$ cat src/rtl/sobel_wr_pkg.sv
// Shared types and constants for the Sobel SDRAM write buffer.
package sobel_wr_pkg;

  typedef enum logic [1:0] {
    ST_IDLE,
    ST_REQ,
    ST_BURST,
    ST_WAIT_DONE
  } wr_state_e;

  localparam int PIX_W           = 16;
  localparam int DEF_BURST_LEN   = 8;
  localparam int DEF_FRAME_WORDS = 786432;

endpackage

$ cat src/rtl/sobel_sdram_wr_buf_if.sv
// SDRAM controller write-port bundle; master = write buffer, slave = controller.
interface sobel_sdram_wr_buf_if #(
  parameter int ADDR_W = 24
);
  import sobel_wr_pkg::*;

  logic              wr_req;
  logic [ADDR_W-1:0] wr_addr;
  logic              wr_ack;
  logic              wr_data_req;
  logic [PIX_W-1:0]  wr_data;
  logic              wr_done;

  modport master (
    output wr_req, wr_addr, wr_data,
    input  wr_ack, wr_data_req, wr_done
  );

  modport slave (
    input  wr_req, wr_addr, wr_data,
    output wr_ack, wr_data_req, wr_done
  );

endinterface

$ cat src/rtl/sync_fifo_fwft.sv
// First-word-fall-through FIFO with a registered head; push while full is accepted
// only together with a pop. The head holds its last value once the FIFO drains.
module sync_fifo_fwft #(
  parameter int WIDTH = 16,
  parameter int DEPTH = 32
) (
  input  logic                     clk,
  input  logic                     rst,
  input  logic                     push_i,
  input  logic [WIDTH-1:0]         din_i,
  input  logic                     pop_i,
  output logic [WIDTH-1:0]         dout_o,
  output logic                     full_o,
  output logic                     empty_o,
  output logic [$clog2(DEPTH):0]   level_o
);

  localparam int PTR_W = $clog2(DEPTH);
  localparam int LVL_W = PTR_W + 1;

  logic [WIDTH-1:0] mem_q [DEPTH];
  logic [PTR_W-1:0] wptr_q, wptr_d;
  logic [PTR_W-1:0] rptr_q, rptr_d;
  logic [LVL_W-1:0] cnt_q, cnt_d;
  logic [WIDTH-1:0] head_q, head_d;
  logic             do_push, do_pop;

  assign full_o  = (cnt_q == LVL_W'(DEPTH));
  assign empty_o = (cnt_q == '0);
  assign do_pop  = pop_i && !empty_o;
  assign do_push = push_i && (!full_o || do_pop);

  always_comb begin
    wptr_d = wptr_q + PTR_W'(do_push);
    rptr_d = rptr_q + PTR_W'(do_pop);
    cnt_d  = cnt_q + LVL_W'(do_push) - LVL_W'(do_pop);
    head_d = head_q;
    // When the pop leaves nothing behind, the incoming word becomes the head directly.
    if (cnt_d != '0) begin
      if (cnt_q == LVL_W'(do_pop)) head_d = din_i;
      else                         head_d = mem_q[rptr_d];
    end
  end

  always_ff @(posedge clk) begin
    if (do_push) mem_q[wptr_q] <= din_i;
  end

  always_ff @(posedge clk) begin
    if (rst) begin
      wptr_q <= '0;
      rptr_q <= '0;
      cnt_q  <= '0;
      head_q <= '0;
    end else begin
      wptr_q <= wptr_d;
      rptr_q <= rptr_d;
      cnt_q  <= cnt_d;
      head_q <= head_d;
    end
  end

  assign dout_o  = head_q;
  assign level_o = cnt_q;

endmodule

$ cat src/rtl/sobel_sdram_wr_buf.sv
// Buffers the Sobel pixel stream and issues fixed-length SDRAM write bursts at
// linear frame addresses. Define SOBEL_WR_STAT_EN to add drop/burst counters.
module sobel_sdram_wr_buf
  import sobel_wr_pkg::*;
#(
  parameter int                BURST_LEN   = DEF_BURST_LEN,
  parameter int                FIFO_DEPTH  = 32,
  parameter int                ADDR_W      = 24,
  parameter logic [ADDR_W-1:0] BASE_ADDR   = '0,
  parameter int                FRAME_WORDS = DEF_FRAME_WORDS
) (
  input  logic                          clk,
  input  logic                          rst,
  input  logic                          sdram_wr_en,
  input  logic [PIX_W-1:0]              sdram_wr_data,
  input  logic                          frame_start,
  sobel_sdram_wr_buf_if.master          wr_if,
  output logic [$clog2(FIFO_DEPTH):0]   fifo_level,
  output logic                          overflow
`ifdef SOBEL_WR_STAT_EN
  ,
  output logic [15:0]                   drop_cnt,
  output logic [15:0]                   burst_cnt
`endif
);

  localparam int                LVL_W     = $clog2(FIFO_DEPTH) + 1;
  localparam int                BEAT_W    = $clog2(BURST_LEN);
  localparam logic [LVL_W-1:0]  BURST_LVL = LVL_W'(BURST_LEN);
  localparam logic [BEAT_W-1:0] LAST_BEAT = BEAT_W'(BURST_LEN - 1);
  localparam logic [ADDR_W:0]   STEP      = (ADDR_W + 1)'(BURST_LEN);
  localparam logic [ADDR_W:0]   END_ADDR  = {1'b0, BASE_ADDR} + (ADDR_W + 1)'(FRAME_WORDS);

  wr_state_e         state_q, state_d;
  logic [BEAT_W-1:0] beat_q, beat_d;
  logic [ADDR_W-1:0] addr_q, addr_d;
  logic [ADDR_W:0]   addr_inc;
  logic              realign_q, realign_d;
  logic              ovf_q;
  logic              fifo_full, fifo_empty, pop, drop;
  logic [LVL_W-1:0]  level;

  assign pop      = (state_q == ST_BURST) && wr_if.wr_data_req && !fifo_empty;
  assign drop     = sdram_wr_en && fifo_full && !pop;
  assign addr_inc = {1'b0, addr_q} + STEP;

  sync_fifo_fwft #(
    .WIDTH (PIX_W),
    .DEPTH (FIFO_DEPTH)
  ) u_fifo (
    .clk     (clk),
    .rst     (rst),
    .push_i  (sdram_wr_en),
    .din_i   (sdram_wr_data),
    .pop_i   (pop),
    .dout_o  (wr_if.wr_data),
    .full_o  (fifo_full),
    .empty_o (fifo_empty),
    .level_o (level)
  );

  always_comb begin
    state_d   = state_q;
    beat_d    = beat_q;
    addr_d    = addr_q;
    realign_d = realign_q;
    unique case (state_q)
      ST_IDLE: begin
        if (realign_q) begin
          addr_d    = BASE_ADDR;
          realign_d = 1'b0;
        end
        if (level >= BURST_LVL) state_d = ST_REQ;
      end
      ST_REQ: begin
        if (wr_if.wr_ack) begin
          state_d = ST_BURST;
          beat_d  = '0;
        end
      end
      ST_BURST: begin
        if (pop) begin
          beat_d = beat_q + 1'b1;
          if (beat_q == LAST_BEAT) state_d = ST_WAIT_DONE;
        end
      end
      ST_WAIT_DONE: begin
        if (wr_if.wr_done) begin
          addr_d  = (addr_inc == END_ADDR) ? BASE_ADDR : addr_inc[ADDR_W-1:0];
          state_d = ST_IDLE;
        end
      end
      default: state_d = ST_IDLE;
    endcase
    // Realignment is deferred to IDLE so an in-flight burst keeps its address.
    if (frame_start) realign_d = 1'b1;
  end

  always_ff @(posedge clk) begin
    if (rst) begin
      state_q   <= ST_IDLE;
      beat_q    <= '0;
      addr_q    <= BASE_ADDR;
      realign_q <= 1'b0;
      ovf_q     <= 1'b0;
    end else begin
      state_q   <= state_d;
      beat_q    <= beat_d;
      addr_q    <= addr_d;
      realign_q <= realign_d;
      if (drop) ovf_q <= 1'b1;
    end
  end

  assign wr_if.wr_req  = (state_q == ST_REQ);
  assign wr_if.wr_addr = addr_q;
  assign fifo_level    = level;
  assign overflow      = ovf_q;

`ifdef SOBEL_WR_STAT_EN
  logic [15:0] drop_cnt_q, burst_cnt_q;

  always_ff @(posedge clk) begin
    if (rst) begin
      drop_cnt_q  <= '0;
      burst_cnt_q <= '0;
    end else begin
      if (drop && (drop_cnt_q != 16'hFFFF)) drop_cnt_q <= drop_cnt_q + 16'd1;
      if (frame_start)
        burst_cnt_q <= '0;
      else if ((state_q == ST_WAIT_DONE) && wr_if.wr_done)
        burst_cnt_q <= burst_cnt_q + 16'd1;
    end
  end

  assign drop_cnt  = drop_cnt_q;
  assign burst_cnt = burst_cnt_q;
`endif

endmodule
$ cat src/flat_wrapper.sv
// flat-port wrapper written by rule: the top's interface ports become plain ports
module sobel_sdram_wr_buf_flat import sobel_wr_pkg::*;
#(
  parameter int                BURST_LEN   = DEF_BURST_LEN,
  parameter int                FIFO_DEPTH  = 32,
  parameter int                ADDR_W      = 24,
  parameter logic [ADDR_W-1:0] BASE_ADDR   = '0,
  parameter int                FRAME_WORDS = DEF_FRAME_WORDS
)
  (clk, rst, sdram_wr_en, sdram_wr_data, frame_start, fifo_level, overflow, wr_if_wr_req, wr_if_wr_addr, wr_if_wr_data, wr_if_wr_ack, wr_if_wr_data_req, wr_if_wr_done);
  sobel_sdram_wr_buf_if #(.ADDR_W(ADDR_W)) wr_if_i ();
  input  logic clk;
  input  logic rst;
  input  logic sdram_wr_en;
  input  logic [PIX_W-1:0] sdram_wr_data;
  input  logic frame_start;
  output logic [$clog2(FIFO_DEPTH):0] fifo_level;
  output logic overflow;
  output wire logic [$bits(wr_if_i.wr_req)-1:0] wr_if_wr_req;
  output wire logic [$bits(wr_if_i.wr_addr)-1:0] wr_if_wr_addr;
  output wire logic [$bits(wr_if_i.wr_data)-1:0] wr_if_wr_data;
  input wire logic [$bits(wr_if_i.wr_ack)-1:0] wr_if_wr_ack;
  input wire logic [$bits(wr_if_i.wr_data_req)-1:0] wr_if_wr_data_req;
  input wire logic [$bits(wr_if_i.wr_done)-1:0] wr_if_wr_done;
  assign wr_if_wr_req = wr_if_i.wr_req;
  assign wr_if_wr_addr = wr_if_i.wr_addr;
  assign wr_if_wr_data = wr_if_i.wr_data;
  assign wr_if_i.wr_ack = wr_if_wr_ack;
  assign wr_if_i.wr_data_req = wr_if_wr_data_req;
  assign wr_if_i.wr_done = wr_if_wr_done;
  sobel_sdram_wr_buf #(.BURST_LEN(BURST_LEN), .FIFO_DEPTH(FIFO_DEPTH), .ADDR_W(ADDR_W), .BASE_ADDR(BASE_ADDR), .FRAME_WORDS(FRAME_WORDS)) u_core (.clk(clk), .rst(rst), .sdram_wr_en(sdram_wr_en), .sdram_wr_data(sdram_wr_data), .frame_start(frame_start), .wr_if(wr_if_i), .fifo_level(fifo_level), .overflow(overflow));
endmodule
$ cat config.mk
export PLATFORM = sky130hd
export DESIGN_NAME = sobel_sdram_wr_buf_flat
export DESIGN_NICKNAME = d
export VERILOG_FILES = /design/src/rtl/sobel_wr_pkg.sv /design/src/rtl/sobel_sdram_wr_buf_if.sv /design/src/rtl/sync_fifo_fwft.sv /design/src/rtl/sobel_sdram_wr_buf.sv /design/src/flat_wrapper.sv
export SDC_FILE = /design/constraint.sdc
export NUM_CORES = 1
export LEC_CHECK = 0
export CORE_MARGIN = 2
export CORE_UTILIZATION = 40
export DETAILED_ROUTE_END_ITERATION = 10
export GPL_TIMING_DRIVEN = 0
export HOLD_SLACK_MARGIN = 0.05
export SETUP_SLACK_MARGIN = 0.15
export SYNTH_ARGS = -nofsm -noshare
export SYNTH_HDL_FRONTEND = slang
export SYNTH_SLANG_ARGS = --single-unit
$ cat constraint.sdc
create_clock -name clk -period 4.75 [get_ports clk]
set_clock_uncertainty 0.2 [all_clocks]
set_input_delay 0.95 -clock clk [delete_from_list [all_inputs] [get_ports clk]]
set_output_delay 0.95 -clock clk [all_outputs]
set_load 0.05 [all_outputs]
==> results, run 1 <==
- The run finished with clean final reports.
- The endpoint arrival time on the critical path is slightly below 5 ns.
- In this run the horizontal extent of the chip is approximately 250 µm.
- The weighted congestion reported at the end of routability-driven placement is roughly 0.9.
- The y dimension of the die is roughly 250 µm.
- Using the TritonRoute via totals, the vias-per-cell ratio works out to between 5 and 6.
- In the final design database the tool counted roughly 1900 nets.
- The number of buffers added by the clock tree synthesis step is 59.
- The net switching fraction of the power is 0.286.
- Summing every instance area after synthesis gives roughly 24000 µm².
- The final hold slack is around 0.27 ns.
- The part of the Yosys area used for sequential elements is 0.682.
- The number of hold-slack violations in the final timing report is 0.
- For this configuration, the core starts out at a cell density of 0.403.
- Of the available clock period, the critical path in the final layout requires 0.958.
- The number of buffers inserted by port buffering is 66.
- The worst max-slew margin expressed relative to the limit is 0.118.
- During synthesis, Yosys emitted a total of 0 warnings.
- Once detail routing completed, the nets flagged for antenna violations numbered 0.
- The slew at the pin closest to its max-slew limit is about 1.3 ns.
- The H-tree was split into 2 levels.
- Sorting the synthesized cells by how often they occur yields sky130_fd_sc_hd__edfxtp_1, sky130_fd_sc_hd__nor2b_1, sky130_fd_sc_hd__mux2i_1, sky130_fd_sc_hd__and3_1, sky130_fd_sc_hd__a2111oi_0.
- The first global-routing pass estimated about 100000 µm of wire.
- The static leakage power is a little under 10 nW.
- The final setup slack of the worst path is 0.197 ns.
- The tightest min-delay check is of the reg2reg type.
- Clock latency on the worst-skew pair, taken at its later pin, is a little over 0.6 ns.
- The number of filler instances in the final layout is just over 5000.
- For this design the top-level I/O count stands at 71.
- The power density normalized to cell area is about 440 nW/µm².
- The via count of the first global-routing pass is 15785.
- The signed area change from the synthesized netlist to the final layout is 21.6%.
- The synthesized design contains roughly 570 register bits.
- The share of flip-flops with an asynchronous set or reset is 0.
- After synthesis, the cell types taking the most area are sky130_fd_sc_hd__edfxtp_1, sky130_fd_sc_hd__mux2i_1, sky130_fd_sc_hd__dfxtp_1, sky130_fd_sc_hd__a2111oi_0, sky130_fd_sc_hd__nor2b_1.
- Synthesis instantiated 54 different standard cells from the library.
- STA puts the critical path data required time at between 5 and 6 ns.
- The fmax is 220 MHz.
- The total overflow left after global routing is 0.
- TritonCTS built the clock tree.
- The share of final-layout standard cells stronger than drive strength 1 is 0.206.
- Cell internal power was estimated by the tool at about 9.3 mW.
- Setup repair after global routing could not meet its margin everywhere.
- The die covers ~63000 µm².
- The total track usage is 0.223.
- The most used flip-flop cell after synthesis is sky130_fd_sc_hd__edfxtp_1.
- The clock passes through at most 3 buffers.
- The maximum fanout encountered on the critical timing path is 10.
- The number of remaining DRC errors is 0.
- The cell type contributing the most total cell area after synthesis is sky130_fd_sc_hd__edfxtp_1.
- The root buffer cell is sky130_fd_sc_hd__clkbuf_16.
- The worst setup path is of the reg2reg kind.
- The post-synthesis average cell area is 14.3 µm².
- The pin count of the biggest net entering global routing is 34.
- The total iterations of the first detailed-routing run is 5.
- The initial antenna violation count is 2.
- STA classifies the critical path endpoint as a flip-flop.
- The area of the multi-input gates is a little over 8000 µm².
- Max-cap violations in this run came to 0.
- The power share of the sequential group is 0.439.
- Summed over all layers, the routed wires come to just over 70000 µm.
- For this design, the CTS-stage hold fixing added 0 buffers.
- The clock period could shrink to around 4.6 ns.
- The area of the core is ~60000 µm².
- The startpoint class of the critical path is a flip-flop.
- The detailed router placed roughly 16000 vias in this run.
- The final core utilization is 0.490.
- For this block, the initial DRC count from the detailed router was about 1600.
- The max-slew violation total from the final report is 0.
- After clock tree synthesis, the clock-pin slew on the worst setup and hold paths is 0.06 ns.
- Dividing the detail-routed wire length by the instance count gives around 27 µm.
- The total clock sinks is about 570.
- The worst slack at placement is -1.11 ns.
- The standard-cell row count is 90.
- In the final layout, flip-flops and latches occupy ~17000 µm².
- In this run the power spent charging and discharging nets is roughly 3.7 mW.
- The share of synthesized area in the top cell type comes to 0.633.
- Of the total power, the clock network draws 0.362.
- Yosys instantiated no cell more often than sky130_fd_sc_hd__edfxtp_1.
- Counting every instance in the synthesized netlist gives approximately 1700.
- The largest voltage drop on the vdd net is 0.000302 V.
- The share of total power dissipated in combinational logic is 0.199.
- Counting flops with a built-in enable in the synthesized netlist gives between 500 and 600.
- The count of final setup violators is 0.
- The post-DP HPWL is ~47000 µm.
sequential cells by signal, indices dropped and copies added (netlist names):
name and count:
u_core.u_fifo.dout_o 16, u_core.realign_q 1, u_core.u_fifo.wptr_q 5, u_core.u_fifo.mem_q 512, u_core.state_q 2, u_core.u_fifo.rptr_q 5
u_core.u_fifo.level_o 6, u_core.beat_q 3, u_core.wr_if.wr_addr 21, u_core.overflow 1
path summary, 6_finish.rpt:
| kind | start | to | slack, ns | cells after the start |
|---|---|---|---|---|
| worst min-delay path | u_core.overflow | u_core.overflow | 0.27 | 2 |
| worst max register to register | u_core.u_fifo.level_o[3] | u_core.u_fifo.dout_o[4] | 0.20 | 16 |
| worst max-delay path | u_core.u_fifo.level_o[3] | u_core.u_fifo.dout_o[4] | 0.20 | 16 |
| worst min register to register | u_core.overflow | u_core.overflow | 0.27 | 2 |
cell families (layout without fill, tap and decap cells):
family / Yosys count / in the layout / synth area share
AO/OA/AOI/OAI: 210 / 210 / 0.0684
multiplexers: 149 / 149 / 0.0696
adder cells (fa/ha/maj): 23 / 23 / 0.0121
AND/OR/NAND/NOR: 573 / 573 / 0.133
XOR/XNOR: 15 / 15 / 0.00541
buffers and inverters: 158 / 356 / 0.0291
flip-flops: 572 / 572 / 0.682
other: 1 / 4 / 0.000154
cell type report:
| type | instances | area share |
|---|---|---|
| Sequential cell | 572 | 0.561 |
| Multi-Input combinational cell | 973 | 0.281 |
| Clock buffer | 80 | 0.0540 |
| Tap cell | 782 | 0.0331 |
| Timing Repair Buffer | 86 | 0.0295 |
| Buffer | 136 | 0.0250 |
| Clock inverter | 32 | 0.0130 |
| Inverter | 22 | 0.00279 |
| Antenna cell | 1 | 0.0000847 |
metrics by stage:
step | cell area, µm² | TNS, ns | std cells | power, mW
after floorplan | 24300 | 0 | 1703 | 7.21
after global placement | 25900 | -13.37 | 2551 | 8.12
after detailed placement | 26200 | -13.69 | 2569 | 8.16
after CTS | 28900 | 0 | 2681 | 13.0
after global routing | 29500 | 0 | 2683 | 13.5
final | 29500 | 0 | 2684 | 13.1
power by group through the flow:
| stage | registers (mW) | logic [mW] | clock network (mW) |
|---|---|---|---|
| finish | 5.74 | 2.60 | 4.74 |
| floorplan | 6.06 | 1.15 | 0 |
| detailed placement | 5.85 | 2.31 | 0 |
| CTS | 5.74 | 2.46 | 4.80 |
| global placement | 5.85 | 2.27 | 0 |
| global route | 5.76 | 2.77 | 4.99 |
worst max-delay path: stages (launching register included):
cell and delay [ns]:
sky130_fd_sc_hd__dfxtp_1 0.45, sky130_fd_sc_hd__inv_1 0.10, sky130_fd_sc_hd__ha_1 0.21, sky130_fd_sc_hd__nor3b_2 0.17, sky130_fd_sc_hd__a21o_1 0.22, sky130_fd_sc_hd__inv_1 0.20
sky130_fd_sc_hd__ha_2 0.23, sky130_fd_sc_hd__ha_1 0.22, sky130_fd_sc_hd__buf_2 0.17, sky130_fd_sc_hd__clkbuf_2 0.24, sky130_fd_sc_hd__clkbuf_4 0.31, sky130_fd_sc_hd__a2111oi_2 0.50
sky130_fd_sc_hd__nor4_1 0.15, sky130_fd_sc_hd__mux4_2 0.49, sky130_fd_sc_hd__nor2b_1 0.15, sky130_fd_sc_hd__a211oi_1 0.33, sky130_fd_sc_hd__nor3_1 0.09
layout by cell type, fill, tap and decap left out, types with 13 or more instances in the layout:
cell type	n
sky130_fd_sc_hd__and3_1	130
sky130_fd_sc_hd__nor4_1	33
sky130_fd_sc_hd__a21oi_1	29
sky130_fd_sc_hd__buf_8	13
sky130_fd_sc_hd__nor4_4	17
sky130_fd_sc_hd__a2111oi_0	17
sky130_fd_sc_hd__clkdlybuf4s50_1	50
sky130_fd_sc_hd__clkinv_1	16
sky130_fd_sc_hd__nor4_2	20
sky130_fd_sc_hd__clkbuf_2	43
sky130_fd_sc_hd__mux2i_1	131
sky130_fd_sc_hd__a2111oi_4	17
sky130_fd_sc_hd__clkbuf_1	63
sky130_fd_sc_hd__nand2_1	33
sky130_fd_sc_hd__clkbuf_16	60
sky130_fd_sc_hd__dfxtp_1	60
sky130_fd_sc_hd__buf_2	33
sky130_fd_sc_hd__mux4_2	16
sky130_fd_sc_hd__nor2b_1	150
sky130_fd_sc_hd__nor2_1	68
sky130_fd_sc_hd__nand3_1	19
sky130_fd_sc_hd__nor3_1	33
sky130_fd_sc_hd__a211oi_1	16
sky130_fd_sc_hd__ha_1	21
sky130_fd_sc_hd__a2111oi_2	74
sky130_fd_sc_hd__inv_1	22
sky130_fd_sc_hd__buf_4	21
sky130_fd_sc_hd__edfxtp_1	512
sky130_fd_sc_hd__a2111oi_1	21
sky130_fd_sc_hd__nor2_2	27
per-layer routing:
metal,wire length [µm],part of all wire,GRT usage,vias up
met3,5050,0.071,0.0389,152
met1,29600,0.42,0.298,7987
met4,2660,0.037,0.0831,2
li1,-,-,-,6971
met2,33900,0.48,0.365,669
met5,18,0.00025,0,-
what timing repair did:
action	CTS	global route
pin swaps	6	1
setup endpoints to repair	16	16
buffers inserted	0	2
resized for setup	198	179
(Power assumes the default switching activity.)
==> run 2, diff against run 1 <==
ABC_AREA = 1   (was not set)
PLACE_DENSITY = 0.54   (was not set)
==> run 2 against run 1 <==
  * Setup slack gained 0.19 ns
  * Largest cell class unchanged
  * Hold slack lost 0.00063 ns
  * Die area shrank 3.5%
  * Clock-buffer cell count shrank 6
  * Synthesized area shrank 3.6%
  * Largest power group unchanged
  * Cell area shrank 7.1%
  * Clock power shrank 4.2%
  * First-iteration DRC count grew 16%
  * Sequential cell count is the same
  * Power grew 1.3%
  * Maximum frequency grew 4.4%
  * Cell count grew 9.6%
==> results, run 2 <==
- The post-synthesis average cell area was 11.9 µm² (was 14.3 µm²).
- The root buffer cell is sky130_fd_sc_hd__clkbuf_16 (unchanged).
- The post-cts hold buffer count is 0 (unchanged).
- The slew at the pin closest to its max-slew limit is 0.973 ns (was 1.32 ns).
- The worst max-slew margin expressed relative to the limit is 0.351 (was 0.118).
- The number of cells in the design after placement is 2829 (was 2569).
- The clock tree from TritonCTS is done (unchanged).
- The post-synthesis instance area is 23400 µm² (was 24300 µm²).
- The net total in the final layout came to 2171 (was 1896).
- The post-route fraction of the period consumed by the critical path was 0.918 (was 0.958).
- The post-detailed-route via-to-cell ratio is 5.68 (was 5.88).
- Unrepaired setup endpoints after global routing: false (was true).
- The power density normalized to cell area is 483 nW/µm² (was 443 nW/µm²).
- The worst-skew pair later-pin latency is 0.63 ns (was 0.62 ns).
- The number of buffers inserted by post-CTS setup repair is 0 (unchanged).
- The final core utilization is 0.475 (was 0.490).
- The I/O pin count is 71 (unchanged).
- The area of the core was 57800 µm² (was 60200 µm²).
- The commonest non-fill, non-tap cell in the layout is sky130_fd_sc_hd__edfxtp_1 (unchanged).
- The clock period minus worst slack is 4.36 ns (was 4.55 ns).
- The standard-cell row count was 88 (was 90).
- The y dimension of the die is 246 µm (was 250 µm).
- The average wire length per cell after detail routing is 24.8 µm (was 26.5 µm).
- The starting utilization of the core area is 0.405 (was 0.403).
- The total track usage came to 0.241 (was 0.223).
- The endpoint arrival time on the critical path is 4.71 ns (was 4.82 ns).
- The total clock sinks is 572 (unchanged).
- The top register by number of flip-flops is u_core.u_fifo.mem_q (unchanged).
- The die footprint is 60500 µm² (was 62700 µm²).
- The startpoint class of the critical path is an input pin (was flip-flop).
- The leading register cell type out of synthesis is sky130_fd_sc_hd__edfxtp_1 (unchanged).
- The via count of the first global-routing pass is 16213 (was 15785).
- Run status: complete, no violations (unchanged).
- Most frequent cells in the layout: sky130_fd_sc_hd__edfxtp_1, sky130_fd_sc_hd__nor2_1, sky130_fd_sc_hd__o21ai_0 (was sky130_fd_sc_hd__edfxtp_1, sky130_fd_sc_hd__nor2b_1, sky130_fd_sc_hd__mux2i_1).
- The max-slew violation total from the final report was 0 (unchanged).
- The global-route wire length before repair came to 107000 µm (was 104000 µm).
- The leading cell type by number of instances after synthesis is sky130_fd_sc_hd__edfxtp_1 (unchanged).
- The count of synthesis-stage warnings from yosys was 0 (unchanged).
- The signed area change from the synthesized netlist to the final layout is 17.1% (was 21.6%).
- The largest voltage drop on the vdd net is 0.000319 V (was 0.000302 V).
- The clock transition at the registers of the reported paths came to 0.06 ns (about the same).
- The share of flip-flops with an asynchronous set or reset is 0 (unchanged).
- The count of unique library cells instantiated by Yosys is 36 (was 54).
- The initial antenna violation count is 0 (was 2).
- The number of buffers added by the clock tree synthesis step is 59 (unchanged).
- The pin count of the biggest net entering global routing is 34 (unchanged).
- The kind of capture point of the worst setup path is a flip-flop (unchanged).
- The total of flip-flops plus latches after synthesis is 572 (unchanged).
- The share of final-layout standard cells stronger than drive strength 1 came to 0.0989 (was 0.206).
- The count of maximum capacitance violations was 0 (unchanged).
- The path type of the worst min-delay path is reg2reg (unchanged).
- The total iterations of the first detailed-routing run is 7 (was 5).
- The maximum clock insertion buffer count is 3 (unchanged).
- The violation count after the first detailed-routing iteration is 1898 (was 1635).
- The number of buffers inserted by port buffering is 67 (was 66).
- The weighted congestion reported at the end of routability-driven placement is 0.889 (was 0.898).
- The number of gates resized after CTS is 0 (was 198).
- The overflow left after global routing was 0 (unchanged).
- The cell type contributing the most total cell area after synthesis is sky130_fd_sc_hd__edfxtp_1 (unchanged).
- The fmax was 229 MHz (was 220 MHz).
- The number of hold-slack violations in the final timing report came to 0 (unchanged).
- Top cells by count, synth: sky130_fd_sc_hd__edfxtp_1, sky130_fd_sc_hd__nor2_1, sky130_fd_sc_hd__o21ai_0, sky130_fd_sc_hd__nand2_1, sky130_fd_sc_hd__nand3_1 (was sky130_fd_sc_hd__edfxtp_1, sky130_fd_sc_hd__nor2b_1, sky130_fd_sc_hd__mux2i_1, sky130_fd_sc_hd__and3_1, sky130_fd_sc_hd__a2111oi_0).
- The static leakage power is 9.03 nW (was 9.69 nW).
- The worst slack at placement came to -0.428 ns (was -1.11 ns).
- The instance count of the mapped netlist is 1966 (was 1701).
- The count of non-filler cells in the finished layout was 2941 (was 2684).
- The number of remaining DRC errors was 0 (unchanged).
- Synth top area cells: sky130_fd_sc_hd__edfxtp_1, sky130_fd_sc_hd__nor2_1, sky130_fd_sc_hd__o21ai_0, sky130_fd_sc_hd__dfxtp_1, sky130_fd_sc_hd__o221ai_1 (was sky130_fd_sc_hd__edfxtp_1, sky130_fd_sc_hd__mux2i_1, sky130_fd_sc_hd__dfxtp_1, sky130_fd_sc_hd__a2111oi_0, sky130_fd_sc_hd__nor2b_1).
- The maximum level of the CTS H-tree came to 2 (unchanged).
- The path type of the worst setup path is in2reg (was reg2reg).
- The total detailed-routing wirelength is 73100 µm (was 71200 µm).
- The sum of negative setup slack is 0 ns (unchanged).
- The floorplan die width is 246 µm (was 250 µm).
- The number of filler instances in the final layout is 5221 (was 5083).
- The residual antenna-violating net count after detailed routing is 0 (unchanged).
- The post-DP HPWL is 48700 µm (was 47400 µm).
- The flip-flop count of the largest register, all copies and words added came to 512 (unchanged).
- The part of the Yosys area used for sequential elements is 0.707 (was 0.682).
- The number of flops mapped to enable cells by yosys is 512 (unchanged).
- The total via count in the routed design is 16700 (was 15781).
- The count of final setup violators was 0 (unchanged).
- The maximum fanout encountered on the critical timing path came to 10 (unchanged).
- The top cell type's share of synthesized area is 0.656 (was 0.633).
- The total design power is 13.2 mW (was 13.1 mW).
- The final setup slack of the worst path came to 0.388 ns (was 0.197 ns).
- The required time at the worst-slack endpoint is 5.10 ns (was 5.02 ns).
==> run 2: cell types whose count changed after synthesis, sizes merged, moves of 115 or more <==
cell,change
and3,-129
a2111oi,-129
nand2,+115
nand3,+120
nor2b,-150
o21ai,+255
o221ai,+120
mux2i,-133
nor2,+288
==> run 2: worst paths after layout <==
path | from | to | slack (ns) | cells past startpoint
max | wr_if_wr_data_req | u_core.u_fifo.dout_o[7] | 0.39 | 14
min | u_core.beat_q[1] | u_core.beat_q[1] | 0.27 | 2
max reg2reg | u_core.state_q[0] | u_core.u_fifo.dout_o[7] | 0.41 | 15
min reg2reg | u_core.beat_q[1] | u_core.beat_q[1] | 0.27 | 2
==> run 2: cell type report <==
cell class | instances | area, µm² | area share
diodes | 1 | 2.50 | 0.0000912
inverters | 93 | 349 | 0.0127
clock buffers | 74 | 1550 | 0.0566
well taps | 765 | 957 | 0.0349
repair buffers | 96 | 1080 | 0.0392
plain buffers | 124 | 529 | 0.0193
clock inverters | 37 | 319 | 0.0116
flip-flops and latches | 572 | 16600 | 0.604
multi-input cells | 1179 | 6070 | 0.221
==> run 2: critical path, cell delays in order <==
cell and delay [ns]:
sky130_fd_sc_hd__clkdlybuf4s50_1 0.46, sky130_fd_sc_hd__nand2_1 0.09, sky130_fd_sc_hd__a21oi_2 0.31, sky130_fd_sc_hd__ha_1 0.42
sky130_fd_sc_hd__buf_4 0.26, sky130_fd_sc_hd__inv_2 0.11, sky130_fd_sc_hd__buf_2 0.38, sky130_fd_sc_hd__clkbuf_1 0.48
sky130_fd_sc_hd__o21ai_0 0.16, sky130_fd_sc_hd__o221ai_1 0.23, sky130_fd_sc_hd__nand3_1 0.30, sky130_fd_sc_hd__nand3_1 0.24
sky130_fd_sc_hd__nand3_1 0.14, sky130_fd_sc_hd__a21oi_1 0.15
==> run 2: logic make-up (layout without fill, tap and decap cells) <==
group / after synthesis / after routing / share of synthesized area
other: 1 / 4 / 0.000160
xor gates and xnor gates: 9 / 9 / 0.00400
buffers and inverters: 217 / 424 / 0.0374
AOI/OAI and AO/OA: 458 / 458 / 0.119
DFF: 572 / 572 / 0.707
and+or+nand+nor: 686 / 686 / 0.120
adders and majority gates: 23 / 23 / 0.0126
==> run 2: through the flow <==
stage / hold slack [ns] / area [µm²]
after floorplan: 0.249 / 23400
after global placement: 0.251 / 25100
after detailed placement: 0.264 / 25600
after CTS: 0.273 / 27500
after global routing: 0.292 / 27400
final: 0.271 / 27400
==> run 2: routing by layer <==
layer / track usage / vias up / routed length [µm]
li1: - / 7506 / -
met1: 0.334 / 8346 / 30900
met2: 0.381 / 722 / 33700
met3: 0.0362 / 126 / 5440
met4: 0.100 / 0 / 3040
met5: 0 / - / 0
==> run 2: report_power, final <==
part	internal, mW	total [mW]	switching [mW]
Sequential	5.64	5.74	0.0994
Combinational	0.796	2.98	2.18
Clock	2.58	4.54	1.95
